`src/rtl/fully_pipelined_adder.sv`:
```
// fully_pipelined_adder: carry-pipelined ripple adder, one full-adder bit per stage.
// Define FULLY_PIPELINED_ADDER_VALID_EN to add the in_vld/out_vld valid pipeline.
module fully_pipelined_adder #(
    parameter int WIDTH = 3
) (
    output logic [WIDTH-1:0] s,
    output logic             carry,
    input  logic [WIDTH-1:0] a,
    input  logic [WIDTH-1:0] b,
    input  logic             c,
    input  logic             en,
    input  logic             clk,
    input  logic             rst_n
`ifdef FULLY_PIPELINED_ADDER_VALID_EN
   ,input  logic             in_vld,
    output logic             out_vld
`endif
);
    // Stage k keeps only the operand bits it and later stages still need; sum bits accumulate.
    for (genvar k = 0; k < WIDTH; k++) begin : st
        logic [WIDTH-1-k:0] ao, bo;
        logic [k:0] sn, so;
        logic ci, co, sum;
        if (k == 0) begin : g_first
            assign ao = a;
            assign bo = b;
            assign ci = c;
            assign sn = sum;
        end else begin : g_rest
            assign ci = st[k-1].co;
            assign sn = {sum, st[k-1].so};
            always_ff @(posedge clk or negedge rst_n)
                if (!rst_n) begin
                    ao <= '0;
                    bo <= '0;
                end else if (en) begin
                    ao <= st[k-1].ao[WIDTH-k:1];
                    bo <= st[k-1].bo[WIDTH-k:1];
                end
        end
        assign sum = ao[0] ^ bo[0] ^ ci;
        always_ff @(posedge clk or negedge rst_n)
            if (!rst_n) begin
                so <= '0;
                co <= 1'b0;
            end else if (en) begin
                so <= sn;
                co <= (ao[0] & bo[0]) | (ci & (ao[0] ^ bo[0]));
            end
    end

    assign s     = st[WIDTH-1].so;
    assign carry = st[WIDTH-1].co;

`ifdef FULLY_PIPELINED_ADDER_VALID_EN
    logic [WIDTH-1:0] vld_q;
    always_ff @(posedge clk or negedge rst_n)
        if (!rst_n)
            vld_q <= '0;
        else if (en)
            vld_q <= WIDTH'({vld_q, in_vld});
    assign out_vld = vld_q[WIDTH-1];
`endif
endmodule

```
`config.mk`:
```
export PLATFORM = sky130hd
export DESIGN_NAME = fully_pipelined_adder
export DESIGN_NICKNAME = d
export VERILOG_FILES = /design/src/rtl/fully_pipelined_adder.sv
export SDC_FILE = /design/constraint.sdc
export NUM_CORES = 1
export LEC_CHECK = 0
export CAP_MARGIN = 20
export CORE_MARGIN = 1
export CORE_UTILIZATION = 25
export CTS_CLUSTER_DIAMETER = 40
export DETAILED_ROUTE_END_ITERATION = 8
export PLACE_DENSITY = 0.43
export SYNTH_ARGS = -nofsm -noshare
export SYNTH_HDL_FRONTEND = slang
export SYNTH_SLANG_ARGS = --single-unit
```
`constraint.sdc`:
```
create_clock -name clk -period 1.8 [get_ports clk]
set_clock_uncertainty 0.05 [all_clocks]
set_input_delay 0.36 -clock clk [delete_from_list [all_inputs] [get_ports clk]]
set_output_delay 0.36 -clock clk [all_outputs]
set_load 0.05 [all_outputs]
```
==> impl_metrics.env, run 1 <==
export IMPL_status="finished, final reports clean"
export IMPL_period_minus_slack_ns=1.40
export IMPL_final_common_cell="dfrtp_1"
export IMPL_tns_ns=0
export IMPL_cts_tree="built"
export IMPL_yosys_warnings=0
export IMPL_synth_mux_area_fraction_pct=30.7
export IMPL_grt_use_total_pct=9.22
export IMPL_path_cells="clkdlybuf4s50_1 -> fa_1 -> mux2_4"
export IMPL_antenna_found_initial=0
export IMPL_slew_viol_final=0
export IMPL_seq_area_frac_synth_pct=55.8
export IMPL_finalCritPeriodShare_pct=78.0
export IMPL_port_buffers=13
export IMPL_cts_made_buffers=3
export IMPL_cp_num_buf_inv=1
export IMPL_core_sq_um=2500
export IMPL_ios=14
export IMPL_worst_slew_pin_slew_ns=0.198
export IMPL_cp_start_kind="input port"
export IMPL_slowest_delay_ns=0.47
export IMPL_critPathTopFamily="adder cells"
export IMPL_die_w_um=53.9
export IMPL_initial_core_util_pct=26.9
export IMPL_ys_seq_elements=15
export IMPL_path_class="in -> reg"
export IMPL_synthSimpleGateAreaFrac_pct=0
export IMPL_required_ns=1.92
export IMPL_post_cts_resize_count=0
export IMPL_grt_max_degree=16
export IMPL_clkTransAtPathRegs_ns=0.09
export IMPL_first_global_vias=390
export IMPL_drtIter0Drc=3
export IMPL_reg2reg_slack_ns=0.49
export IMPL_worst_path_max_fanout=1
export IMPL_layout_common_cells="dfrtp_1 (15), mux2_4 (10), clkdlybuf4s50_1 (9), mux2_2 (5), buf_4 (5)"
export IMPL_synth_compound_area_share_pct=0
export IMPL_syn_area_per_cell_sq_um=19.2
export IMPL_grt_pass1_wl_mm=1.78
export IMPL_worstPathArrival_ns=1.52
export IMPL_max_freq_ghz=0.713
export IMPL_viasPerCell=4.27
export IMPL_dieArea_sq_um=2900
export IMPL_p_per_area_nw_per_um2=1170
export IMPL_cp_end_kind="flop"
export IMPL_drive_gt1_share_pct=46.2
export IMPL_synthesis_nets=48
export IMPL_synth_cell_types=6
export IMPL_drv_cap=0
export IMPL_drc=0
export IMPL_gp_congestion=0.612
export IMPL_post_drt_wl_per_cell_um=12.7
export IMPL_wl_mm=1.04
export IMPL_dr_pass1_iters=4
export IMPL_htreeDepth=1
export IMPL_antenna_left=0
export IMPL_overflow=0
export IMPL_ir_drop_uv=510
export IMPL_hold_buffers=0
export IMPL_hold_ws_ns=0.343
export IMPL_final_nets=66
export IMPL_cts_post_setup_buffers_inserted=0
export IMPL_hold_violations=0
export IMPL_rsz0062_at_grt="no"
export IMPL_clock_latency_ns=0.27
export IMPL_synthAdderAreaFrac_pct=8.92
export IMPL_hp_class="in -> async"
export IMPL_fill_cells=253
export IMPL_vias=350
export IMPL_relSlewSlack_pct=86.8
export IMPL_synth_xor_area_share_pct=0
export IMPL_cp_slowest_cell="fa_1"
export IMPL_synthCells=35
export IMPL_syn_area_sq_um=673
export IMPL_finalSetupViolCount=0
export IMPL_areaGrowthSynthToFinish_pct=26.8
export IMPL_rows=18
export IMPL_die_y_um=53.9
export IMPL_p_leak_uw=0.000383
export IMPL_cts_sinks=15
export IMPL_diodes=0
export IMPL_root_buffer="clkbuf_4"
export IMPL_dpl_hpwl_um=735
export IMPL_synth_top_family_by_area="multiplexers"
export IMPL_cts_buffer_depth=2
## kinds of logic (layout without fill, tap and decap cells)
family	count (synthesis)	after routing
muxes	15	15
DFF	15	15
buffers and inverters	2	19
adders and majority gates	3	3
## stage by stage
stage	cell area (sq um)	utilization, %	setup WS (ns)	power, uW	instances
2_1_floorplan	673	-	0.540	707	35
3_5_place_dp	827	33.1	0.0924	818	78
3_3_place_gp	827	33.1	0.109	811	78
5_1_grt	853	34.1	0.385	1060	82
6_report	853	34.1	0.397	997	82
4_1_cts	853	34.1	0.402	1020	82
## final timing paths
path / from / endpoint / cells past startpoint
worst max-delay path: a[0] / st[0].so / 3
worst max register to register: st[0].co / st[1].so[1] / 2
min in group clk: st[1].so[1] / s[1] / 1
worst min-delay path: rst_n / s[1] / 2
max in group asynchronous: rst_n / st[0].co / 2
worst min register to register: st[1].so[1] / s[1] / 1
## layout make-up
| type | instances | area (sq um) | area share (%) |
|---|---|---|---|
| sequential | 15 | 375 | 44.0 |
| multi-input combinational | 18 | 267 | 31.2 |
| timing repair buffer | 15 | 148 | 17.3 |
| tap | 30 | 37.5 | 4.40 |
| clock buffer | 4 | 26.3 | 3.08 |
## layer usage
layer / vias up / track usage [%] / part of all wire (%)
li1: 154 / - / -
met1: 189 / 11.2 / 43
met2: 7 / 13.4 / 52
met3: 0 / 3.39 / 5.2
met4: 0 / 6.58 / 0
met5: - / 0 / 0
## power breakdown
part | total [uW] | leakage (uW) | switching, uW | internal [uW]
sequential | 459 | 0.000176 | 45.9 | 413
clock | 190 | 0.0000150 | 105 | 85.8
combinational | 347 | 0.000193 | 181 | 166
total | 997 | 0.000383 | 332 | 665
## cell usage after synthesis
cell	n	share of area (%)
dfrtp_1	15	56
buf_12	1	3.0
buf_6	1	1.7
fa_1	3	8.9
mux2_2	5	8.4
mux2_4	10	22
## state kept, by name, summed over array words and instances (netlist names)
signal,count
s,3
st.so,3
st.ao,3
st.bo,3
st.co,2
carry,1
Power figures use the tool's default switching activity.
==> run 2: changes to the inputs <==
--- a/config.mk
+++ b/config.mk
@@ -10,7 +10,7 @@
 export CORE_UTILIZATION = 25
 export CTS_CLUSTER_DIAMETER = 40
 export DETAILED_ROUTE_END_ITERATION = 8
-export PLACE_DENSITY = 0.43
+export PLACE_DENSITY = 0.44
 export SYNTH_ARGS = -nofsm -noshare
 export SYNTH_HDL_FRONTEND = slang
 export SYNTH_SLANG_ARGS = --single-unit
==> constraint.sdc (replaced) <==
create_clock -name clk -period 1.25 [get_ports clk]
set_clock_uncertainty 0.05 [all_clocks]
set_input_delay 0.25 -clock clk [delete_from_list [all_inputs] [get_ports clk]]
set_output_delay 0.25 -clock clk [all_outputs]
set_load 0.05 [all_outputs]
==> run 2 against run 1 <==
Against the previous run:
- the flow now finishes with violations (setup timing)
- sequential share of layout area fell by 3.5 points
- sequential power rose by 51%
- via count rose by 0.86%
- critical path depth fell by 1
- core utilization rose by 3.0 points
- first-iteration DRC count fell by 100%
- clock-buffer cell count did not move
- final cell count rose by 2.4%
- routed wire length rose by 1.3%
==> impl_metrics.env, run 2 (synthesis gave the netlist of run 1 again) <==
export IMPL_cts_sinks=15
export IMPL_cts_tree="built"
export IMPL_antenna_left=0
export IMPL_clock_latency_ns=0.27
export IMPL_clkTransAtPathRegs_ns=0.09
export IMPL_drive_gt1_share_pct=51.9
export IMPL_antenna_found_initial=0
export IMPL_fill_cells=246
export IMPL_die_w_um=53.9
export IMPL_first_global_vias=378
export IMPL_rsz0062_at_grt="yes"
export IMPL_diodes=0
export IMPL_overflow=0
export IMPL_cp_start_kind="flop"
export IMPL_worst_path_max_fanout=2
export IMPL_violations="setup timing"
export IMPL_port_buffers=13
export IMPL_final_nets=68
export IMPL_fin_cells=84
export IMPL_finalSetupViolCount=2
export IMPL_hp_class="in -> async"
export IMPL_slew_viol_final=0
export IMPL_gp_congestion=0.641
export IMPL_areaGrowthSynthToFinish_pct=37.7
export IMPL_core_sq_um=2500
export IMPL_worstPathArrival_ns=1.41
export IMPL_root_buffer="clkbuf_4"
export IMPL_grt_max_degree=16
export IMPL_fin_ws_ns=-0.0416
export IMPL_cts_made_buffers=3
export IMPL_wl_mm=1.05
export IMPL_grt_use_total_pct=8.96
export IMPL_relSlewSlack_pct=86.6
export IMPL_p_per_area_nw_per_um2=1740
export IMPL_layout_common_cells="dfrtp_1 (15), mux2_4 (11), clkdlybuf4s50_1 (6), buf_12 (5), mux2_2 (4)"
export IMPL_p_leak_uw=0.000426
export IMPL_htreeDepth=1
export IMPL_max_freq_ghz=0.774
export IMPL_die_y_um=53.9
export IMPL_initial_core_util_pct=26.9
export IMPL_cts_buffer_depth=2
export IMPL_vias=353
export IMPL_status="complete, but fails checks"
export IMPL_finalCritPeriodShare_pct=103
export IMPL_ios=14
export IMPL_cp_end_kind="flop"
export IMPL_fin_area_sq_um=927
export IMPL_drc=0
export IMPL_place_ws_ns=-0.349
export IMPL_worst_slew_pin_slew_ns=0.201
export IMPL_hold_violations=0
export IMPL_rows=18
export IMPL_path_class="reg -> reg"
export IMPL_period_minus_slack_ns=1.29
export IMPL_drv_cap=0
export IMPL_reg2reg_slack_ns=-0.04
export IMPL_viasPerCell=4.20
export IMPL_dr_pass1_iters=1
export IMPL_drtIter0Drc=0
export IMPL_final_common_cell="dfrtp_1"
export IMPL_ir_drop_uv=911
export IMPL_hold_buffers=0
export IMPL_dieArea_sq_um=2900
export IMPL_post_drt_wl_per_cell_um=12.5
export IMPL_placed_cell_area_sq_um=885
export IMPL_grt_pass1_wl_mm=1.76
export IMPL_placed_cells=79
export IMPL_required_ns=1.37
run 2: cell types whose count changed in the layout (fill, tap and decap cells not counted), moves of 2 or more:
cell	previous run	this run
buf_12	1	5
dlygate4sd2_1	0	2
clkdlybuf4s50_1	9	6
fa_2	0	2
buf_4	5	3
fa_1	3	1
run 2: per-stage QoR:
stage	hold WS, ns	utilization [%]	power [uW]	TNS, ns
after floorplan	-0.0956	-	1020	-0.0203
after global placement	0.440	35.4	1320	-2.80
after detailed placement	0.445	35.4	1340	-2.99
after CTS	0.232	37.0	1630	-0.0736
after global routing	0.234	37.1	1700	-0.135
final	0.236	37.1	1610	-0.0802
run 2: final cells by class:
class | count | area, sq um | share of cell area (%)
multi-input cells | 18 | 275 | 29.7
flip-flops and latches | 15 | 375 | 40.5
clock buffers | 4 | 26.3 | 2.83
well taps | 30 | 37.5 | 4.05
repair buffers | 17 | 213 | 22.9
run 2: power by group:
part | internal (uW) | total, uW | switching (uW)
combinational | 378 | 647 | 270
clock | 124 | 270 | 146
sequential | 595 | 693 | 97.8
total | 1100 | 1610 | 513
run 2: layer usage:
layer	routed length (um)	track usage, %	vias to the layer above	part of all wire [%]
met4	0	5.26	0	0
met1	454	11.6	184	43
met5	0	0	-	0
met2	556	12.6	7	53
li1	-	-	162	-
met3	43	3.39	0	4.1
run 2: worst max-delay path: stages, from the launching register on:
cell and delay [ns]:
dfrtp_1 0.41, fa_2 0.46, mux2_4 0.26
run 2: worst paths after layout:
check	startpoint	to	depth (start not counted)
max in group asynchronous	rst_n	st[2].ao	2
min	rst_n	st[0].so	2
max reg2reg	st[0].co	st[1].so[1]	2
min in group clk	c	st[0].so	3
max	st[0].co	st[1].so[1]	2
min reg2reg	st[1].ao[1]	st[1].ao[1]	1
run 2: timing repair:
action                                  4_1_cts  5_1_grt
endpoints found under the setup margin        5        3
pin swaps                                     1        2
setup buffers                                 1        0
resized for setup                             5        1
